### src/rtl/defuzz_pkg.sv
// rtl/defuzz_pkg.sv - shared states, constants and singleton scaling for defuzz_sequencer
package defuzz_pkg;

    typedef enum logic [1:0] {
        IDLE,
        ACCUM,
        DIVIDE,
        DONE
    } state_t;

    localparam int G_SCALE = 32768;
    localparam int G_MAX   = 100;

    localparam logic [8:0] CORNER_MASK = 9'b101000101;

    // Percent singleton to Q15: clamp to 100 %, then floor(g * 32768 / 100)
    function automatic logic [16:0] g2q15(input logic [7:0] g);
        logic [7:0]  g_clamped;
        logic [23:0] scaled;
        g_clamped = (g > 8'(G_MAX)) ? 8'(G_MAX) : g;
        scaled    = 24'(g_clamped) * 24'(G_SCALE);
        return 17'(scaled / 24'(G_MAX));
    endfunction

endpackage

### src/rtl/serial_div.sv
// rtl/serial_div.sv - restoring divider, one quotient bit per clock, MSB first
module serial_div #(
    parameter int NUM_W  = 27,
    parameter int DEN_W  = 20,
    parameter int Q_BITS = 8
) (
    input  logic              clk,
    input  logic              rst_n,
    input  logic              start,
    input  logic [NUM_W-1:0]  numerator,
    input  logic [DEN_W-1:0]  divisor,
    output logic              busy,
    output logic              done,
    output logic [Q_BITS-1:0] quotient
);

    localparam int CNT_W = (Q_BITS > 1) ? $clog2(Q_BITS) : 1;

    logic [DEN_W-1:0]  rem;
    logic [DEN_W-1:0]  den;
    logic [Q_BITS-1:0] num_lo;
    logic [CNT_W-1:0]  cnt;
    logic [DEN_W:0]    trial;
    logic              fits;

    // The quotient is known to fit in Q_BITS, so numerator >> Q_BITS is already below the divisor
    assign trial = {rem, num_lo[Q_BITS-1]};
    assign fits  = (trial >= {1'b0, den});
    assign done  = busy && (cnt == CNT_W'(Q_BITS - 1));

    always_ff @(posedge clk or negedge rst_n) begin
        if (!rst_n) begin
            rem      <= '0;
            den      <= '0;
            num_lo   <= '0;
            cnt      <= '0;
            busy     <= 1'b0;
            quotient <= '0;
        end else if (start) begin
            rem      <= DEN_W'(numerator >> Q_BITS);
            den      <= divisor;
            num_lo   <= numerator[Q_BITS-1:0];
            cnt      <= '0;
            busy     <= 1'b1;
            quotient <= '0;
        end else if (busy) begin
            rem      <= fits ? DEN_W'(trial - {1'b0, den}) : DEN_W'(trial);
            num_lo   <= num_lo << 1;
            quotient <= {quotient[Q_BITS-2:0], fits};
            cnt      <= cnt + CNT_W'(1);
            if (done) begin
                busy <= 1'b0;
            end
        end
    end

endmodule

### src/rtl/defuzz_sequencer.sv
// rtl/defuzz_sequencer.sv - Sugeno aggregation/defuzzification sequencer; DEFUZZ_PERF_CNT_EN adds perf counters
module defuzz_sequencer
    import defuzz_pkg::*;
#(
    parameter int N_RULES = 9,
    parameter int ACC_W   = 20,
    parameter int Q_BITS  = 8
) (
    input  logic                   clk,
    input  logic                   rst_n,
    input  logic                   in_valid,
    output logic                   in_ready,
    input  logic                   reg_mode,
    input  logic [N_RULES*16-1:0]  w_flat,
    input  logic [N_RULES*8-1:0]   g_flat,
    output logic                   out_valid,
    input  logic                   out_ready,
    output logic [Q_BITS-1:0]      crisp,
    output logic [ACC_W-1:0]       s_w,
    output logic [ACC_W-1:0]       s_wg,
    output logic                   div_zero
`ifdef DEFUZZ_PERF_CNT_EN
    ,
    output logic [31:0]            busy_cycles,
    output logic [15:0]            jobs_done
`endif
);

    localparam int IDX_W = $clog2(N_RULES);
    localparam int NUM_W = ACC_W + 7;

    state_t             state, state_nxt;
    logic [15:0]        w_r [N_RULES];
    logic [7:0]         g_r [N_RULES];
    logic               mode_r;
    logic [IDX_W-1:0]   idx, idx_nxt;
    logic               is_last;
    logic [N_RULES-1:0] active_mask;
    logic [ACC_W-1:0]   s_w_r, s_wg_r, s_w_nxt, s_wg_nxt;
    logic [16:0]        gq;
    logic [32:0]        prod;
    logic [16:0]        term;
    logic               accept, handshake;
    logic               div_start, div_busy, div_done;
    logic [Q_BITS-1:0]  quotient;
    logic               div_zero_r;

    assign accept    = (state == IDLE) && in_valid;
    assign handshake = (state == DONE) && out_ready;

    assign gq       = g2q15(g_r[idx]);
    assign prod     = 33'(w_r[idx]) * 33'(gq);
    assign term     = 17'(prod >> 15);
    assign s_w_nxt  = s_w_r + ACC_W'(w_r[idx]);
    assign s_wg_nxt = s_wg_r + ACC_W'(term);

    assign active_mask = mode_r ? '1 : N_RULES'(CORNER_MASK);

    // Next active rule above idx; descending scan leaves the smallest one
    always_comb begin
        idx_nxt = idx;
        is_last = 1'b1;
        for (int k = N_RULES - 1; k >= 0; k--) begin
            if ((k > int'(idx)) && active_mask[k]) begin
                idx_nxt = IDX_W'(k);
                is_last = 1'b0;
            end
        end
    end

    always_comb begin
        state_nxt = state;
        div_start = 1'b0;
        case (state)
            IDLE: begin
                if (in_valid) state_nxt = ACCUM;
            end
            ACCUM: begin
                if (is_last) begin
                    if (s_w_nxt == '0) begin
                        state_nxt = DONE;
                    end else begin
                        state_nxt = DIVIDE;
                        div_start = 1'b1;
                    end
                end
            end
            DIVIDE: begin
                if (div_done || !div_busy) state_nxt = DONE;
            end
            DONE: begin
                if (out_ready) state_nxt = IDLE;
            end
            default: state_nxt = IDLE;
        endcase
    end

    always_ff @(posedge clk or negedge rst_n) begin
        if (!rst_n) begin
            state <= IDLE;
        end else begin
            state <= state_nxt;
        end
    end

    always_ff @(posedge clk or negedge rst_n) begin
        if (!rst_n) begin
            for (int k = 0; k < N_RULES; k++) begin
                w_r[k] <= '0;
                g_r[k] <= '0;
            end
            mode_r     <= 1'b0;
            idx        <= '0;
            s_w_r      <= '0;
            s_wg_r     <= '0;
            div_zero_r <= 1'b0;
        end else if (accept) begin
            for (int k = 0; k < N_RULES; k++) begin
                w_r[k] <= w_flat[16*k +: 16];
                g_r[k] <= g_flat[8*k +: 8];
            end
            mode_r     <= reg_mode;
            idx        <= '0;
            s_w_r      <= '0;
            s_wg_r     <= '0;
            div_zero_r <= 1'b0;
        end else if (state == ACCUM) begin
            s_w_r  <= s_w_nxt;
            s_wg_r <= s_wg_nxt;
            idx    <= idx_nxt;
            if (is_last && (s_w_nxt == '0)) begin
                div_zero_r <= 1'b1;
            end
        end
    end

    serial_div #(
        .NUM_W  (NUM_W),
        .DEN_W  (ACC_W),
        .Q_BITS (Q_BITS)
    ) u_div (
        .clk       (clk),
        .rst_n     (rst_n),
        .start     (div_start),
        .numerator (NUM_W'(s_wg_nxt) * NUM_W'(100)),
        .divisor   (s_w_nxt),
        .busy      (div_busy),
        .done      (div_done),
        .quotient  (quotient)
    );

    assign in_ready  = (state == IDLE);
    assign out_valid = (state == DONE);
    assign s_w       = s_w_r;
    assign s_wg      = s_wg_r;
    assign div_zero  = div_zero_r;
    assign crisp     = div_zero_r ? '0 : quotient;

`ifdef DEFUZZ_PERF_CNT_EN
    always_ff @(posedge clk or negedge rst_n) begin
        if (!rst_n) begin
            busy_cycles <= '0;
            jobs_done   <= '0;
        end else begin
            if (state != IDLE) busy_cycles <= busy_cycles + 32'd1;
            if (handshake)     jobs_done   <= jobs_done + 16'd1;
        end
    end
`endif

endmodule

### config.mk
export PLATFORM = sky130hd
export DESIGN_NAME = defuzz_sequencer
export DESIGN_NICKNAME = d
export VERILOG_FILES = /design/src/rtl/defuzz_pkg.sv /design/src/rtl/serial_div.sv /design/src/rtl/defuzz_sequencer.sv
export SDC_FILE = /design/constraint.sdc
export NUM_CORES = 2
export LEC_CHECK = 0
export ABC_CLOCK_PERIOD_IN_PS = 84900
export CORE_MARGIN = 5
export CORE_UTILIZATION = 50
export CTS_CLUSTER_SIZE = 20
export DETAILED_ROUTE_END_ITERATION = 7
export PLACE_DENSITY_LB_ADDON = 0.2
export SLEW_MARGIN = 5
export SYNTH_ARGS = -nofsm -noshare
export SYNTH_HDL_FRONTEND = slang
export SYNTH_SLANG_ARGS = --single-unit
### constraint.sdc
create_clock -name clk -period 84.9 [get_ports clk]
set_input_delay 8.49 -clock clk [delete_from_list [all_inputs] [get_ports clk]]
set_output_delay 8.49 -clock clk [all_outputs]
set_load 0.1 [all_outputs]
==> reports/metrics.csv <==
metric,value,unit
status,"finished, final reports clean",
row count,92,
Achievable Freq,0.0244,GHz
Synth top area share,0.256,
total grt overflow,0,
critical path's top delay family,simple AND/OR/NAND/NOR gates,
Yosys reg bits,322,
Slew Limit Fails,0,
synth top area cells,"dfrtp_1, fa_1, ha_1",
main combinational cell family by area after synthesis,adder cells,
Final period util,0.482,
"Top FF cell, synth",dfrtp_1,
"Setup violations, final",0,
register area share after synthesis,0.256,
Ys Warns,0,
slew margin rel.,0.152,
Setup crit end kind,flip-flop,
Synth area leader,dfrtp_1,
share of cells above drive strength 1,0.123,
xor/xnor share of the synthesized area,0.0350,
drt via density,5.75,
Clock Latency Late Sink,0.56,ns
CTS Buf Count,37,
final routed DRC violation total,0,
Antenna Nets Post-Route,0,
GRT Total Usage,0.257,
Hold WS,0.488,ns
Buf/Inv on CP,19,
via count,24923,
CP peak stage delay,0.87,ns
area grow syn2layout,14.7,%
port buffer count,271,
Most common cell on crit path,ha_1,
post-DR wirelength/cell,20.4,um
Pre-antenna DRT Iters,7,
"wirelength, routed",88.6,mm
"Setup Fix Bufs, Post-CTS",0,
H-tree depth,2,
starting density of the core,0.502,
hpwl dp,69.5,mm
core area,62700,um2
crit path max fanout,39,
fin util,0.576,
Netlist cell types,122,
cts-stage hold buffer count,0,
RSZ-0062 raised after global routing,no,
"Clk pin slew, worst setup/hold paths",0.06,ns
Avg Inst Size Synth,9.66,um2
Worst setup SP type,flip-flop,
post-synthesis async set-or-reset flop share,1.00,
first-pass GRT wire length,140,mm
initial drt markers,1694,
crit path DAT,41.33,ns
Worst Tran Pin Value,1.27,ns
Final GP Congestion,0.921,
min Tclk post-route,40.91,ns
number of nets in the layout,4137,
Synth Area in Simple Gates,0.121,
mux contribution to synthesized area,0.140,
Worst EP required,85.32,ns
number of top-level pins,272,
"commonest non-fill, non-tap cell in the layout",inv_1,
initial antenna violation count,12,
number of gates resized after CTS,0,
final hold violations,0,
clk buf depth,3,
slowest CP cell,dfrtp_4,
die area,68100,um2
"Cell Area, Synth",31500,um2
worst min path class,reg -> reg,
vias in the first global route,25662,
TNS Setup,0,ns
Sink Count,322,
Post-synth EDFFs,0,
CTS tree,built,
root buffer cell,clkbuf_16,
die height,261,um
CP Class,reg -> reg,
clk_skew,0.0305,ns
"commonest non-fill, non-tap cells in the layout","inv_1, dfrtp_1, nand2_1, clkdlybuf4s50_1, ha_1",
fraction of the mapped netlist area in compound gates,0.144,
Post-Synth Adder-Cell Area,0.236,
Die W,261,um
max-cap viol count,0,
largest net degree at the start of global routing,201,
cells after synthesis,3259,
[cells in the mapped netlist (all sizes together), types with 7 or more instances]
master and instances:
nor3b 9, o21bai 45, or2 17, clkbuf 91, o311ai 9, o211ai 28, a221o 25, a221oi 13
o221ai 9, or4 7, and3 16, mux4 23, nand4 20, ha 236, nand2 300, a211oi 29
mux2 233, buf 62, nor4 9, nor3 49, fa 224, and2 32, nor2 197, a21o 50
and4 8, or3 19, a31oi 19, o21ai 101, a211o 7, dfrtp 322, inv 398, nor2b 29
o22ai 31, o31ai 11, o21a 14, a21oi 136, xnor2 87, nand2b 28, xor2 39, mux2i 125
nand3 40, a31o 10
[final cells by class]
| class | count | area, um2 |
|---|---|---|
| Timing Repair Buffer | 298 | 2950 |
| Clock buffer | 56 | 1070 |
| Fill cell | 5402 | 26600 |
| Clock inverter | 11 | 87.6 |
| Inverter | 400 | 1510 |
| Multi-Input combinational cell | 2397 | 21400 |
| Sequential cell | 322 | 8060 |
| Antenna cell | 8 | 20.0 |
| Tap cell | 846 | 1060 |
[layer usage]
layer  track usage  vias to the layer above  routed length (um)
li1              -                    11657                   -
met5       0.00499                        -                 102
met1         0.347                    12417               38700
met2         0.420                      682               41700
met4        0.0749                       10                2770
met3        0.0536                      157                5380
[worst reg2reg max path, delay by kind of cell, from the launching register on]
family	cells	cell delay (ns)
xor gates and xnor gates	2	0.56
AOI/OAI and AO/OA	48	11.63
muxes	3	1.03
and+or+nand+nor	44	11.83
buffers and inverters	19	4.98
DFF	1	0.87
adders and majority gates	25	9.90
[path summary, 6_finish.rpt]
kind                               from       endpoint  slack (ns)  depth (start not counted)
max                              idx[0]  u_div.rem[18]       43.99                        141
min                        u_div.den[3]   u_div.den[3]        0.49                          2
max reg2reg                      idx[0]  u_div.rem[18]       43.99                        141
min reg2reg                u_div.den[3]   u_div.den[3]        0.49                          2
max in group asynchronous         rst_n        w_r[59]       75.30                          2
min in group asynchronous         rst_n        w_r[99]        7.94                          1
[sequential cells by signal, summed over array words and instances (netlist names)]
signal / cells
u_div.cnt: 3
g_r: 72
u_div.num_lo: 6
s_w: 20
u_div.den: 20
state: 2
s_wg: 20
u_div.busy: 1
div_zero: 1
idx: 4
u_div.quotient: 8
mode_r: 1
u_div.rem: 20
w_r: 144
[cell families after synthesis]
group,count (synthesis)
adders and majority gates,460
DFF,322
and+or+nand+nor,797
xor gates and xnor gates,126
muxes,381
AOI/OAI and AO/OA,618
buffers and inverters,553
other,2
[through the flow]
step                setup WS, ns  area, um2  instances
global route               40.81      36100       4332
global placement           46.21      34900       4263
CTS                        44.30      36100       4330
floorplan                  53.40      31500       3272
finish                     43.99      36100       4338
detailed placement         44.46      34900       4263
Power is not shown: default switching activity piles up to over one toggle a cycle in this logic, so the estimate is an artifact.
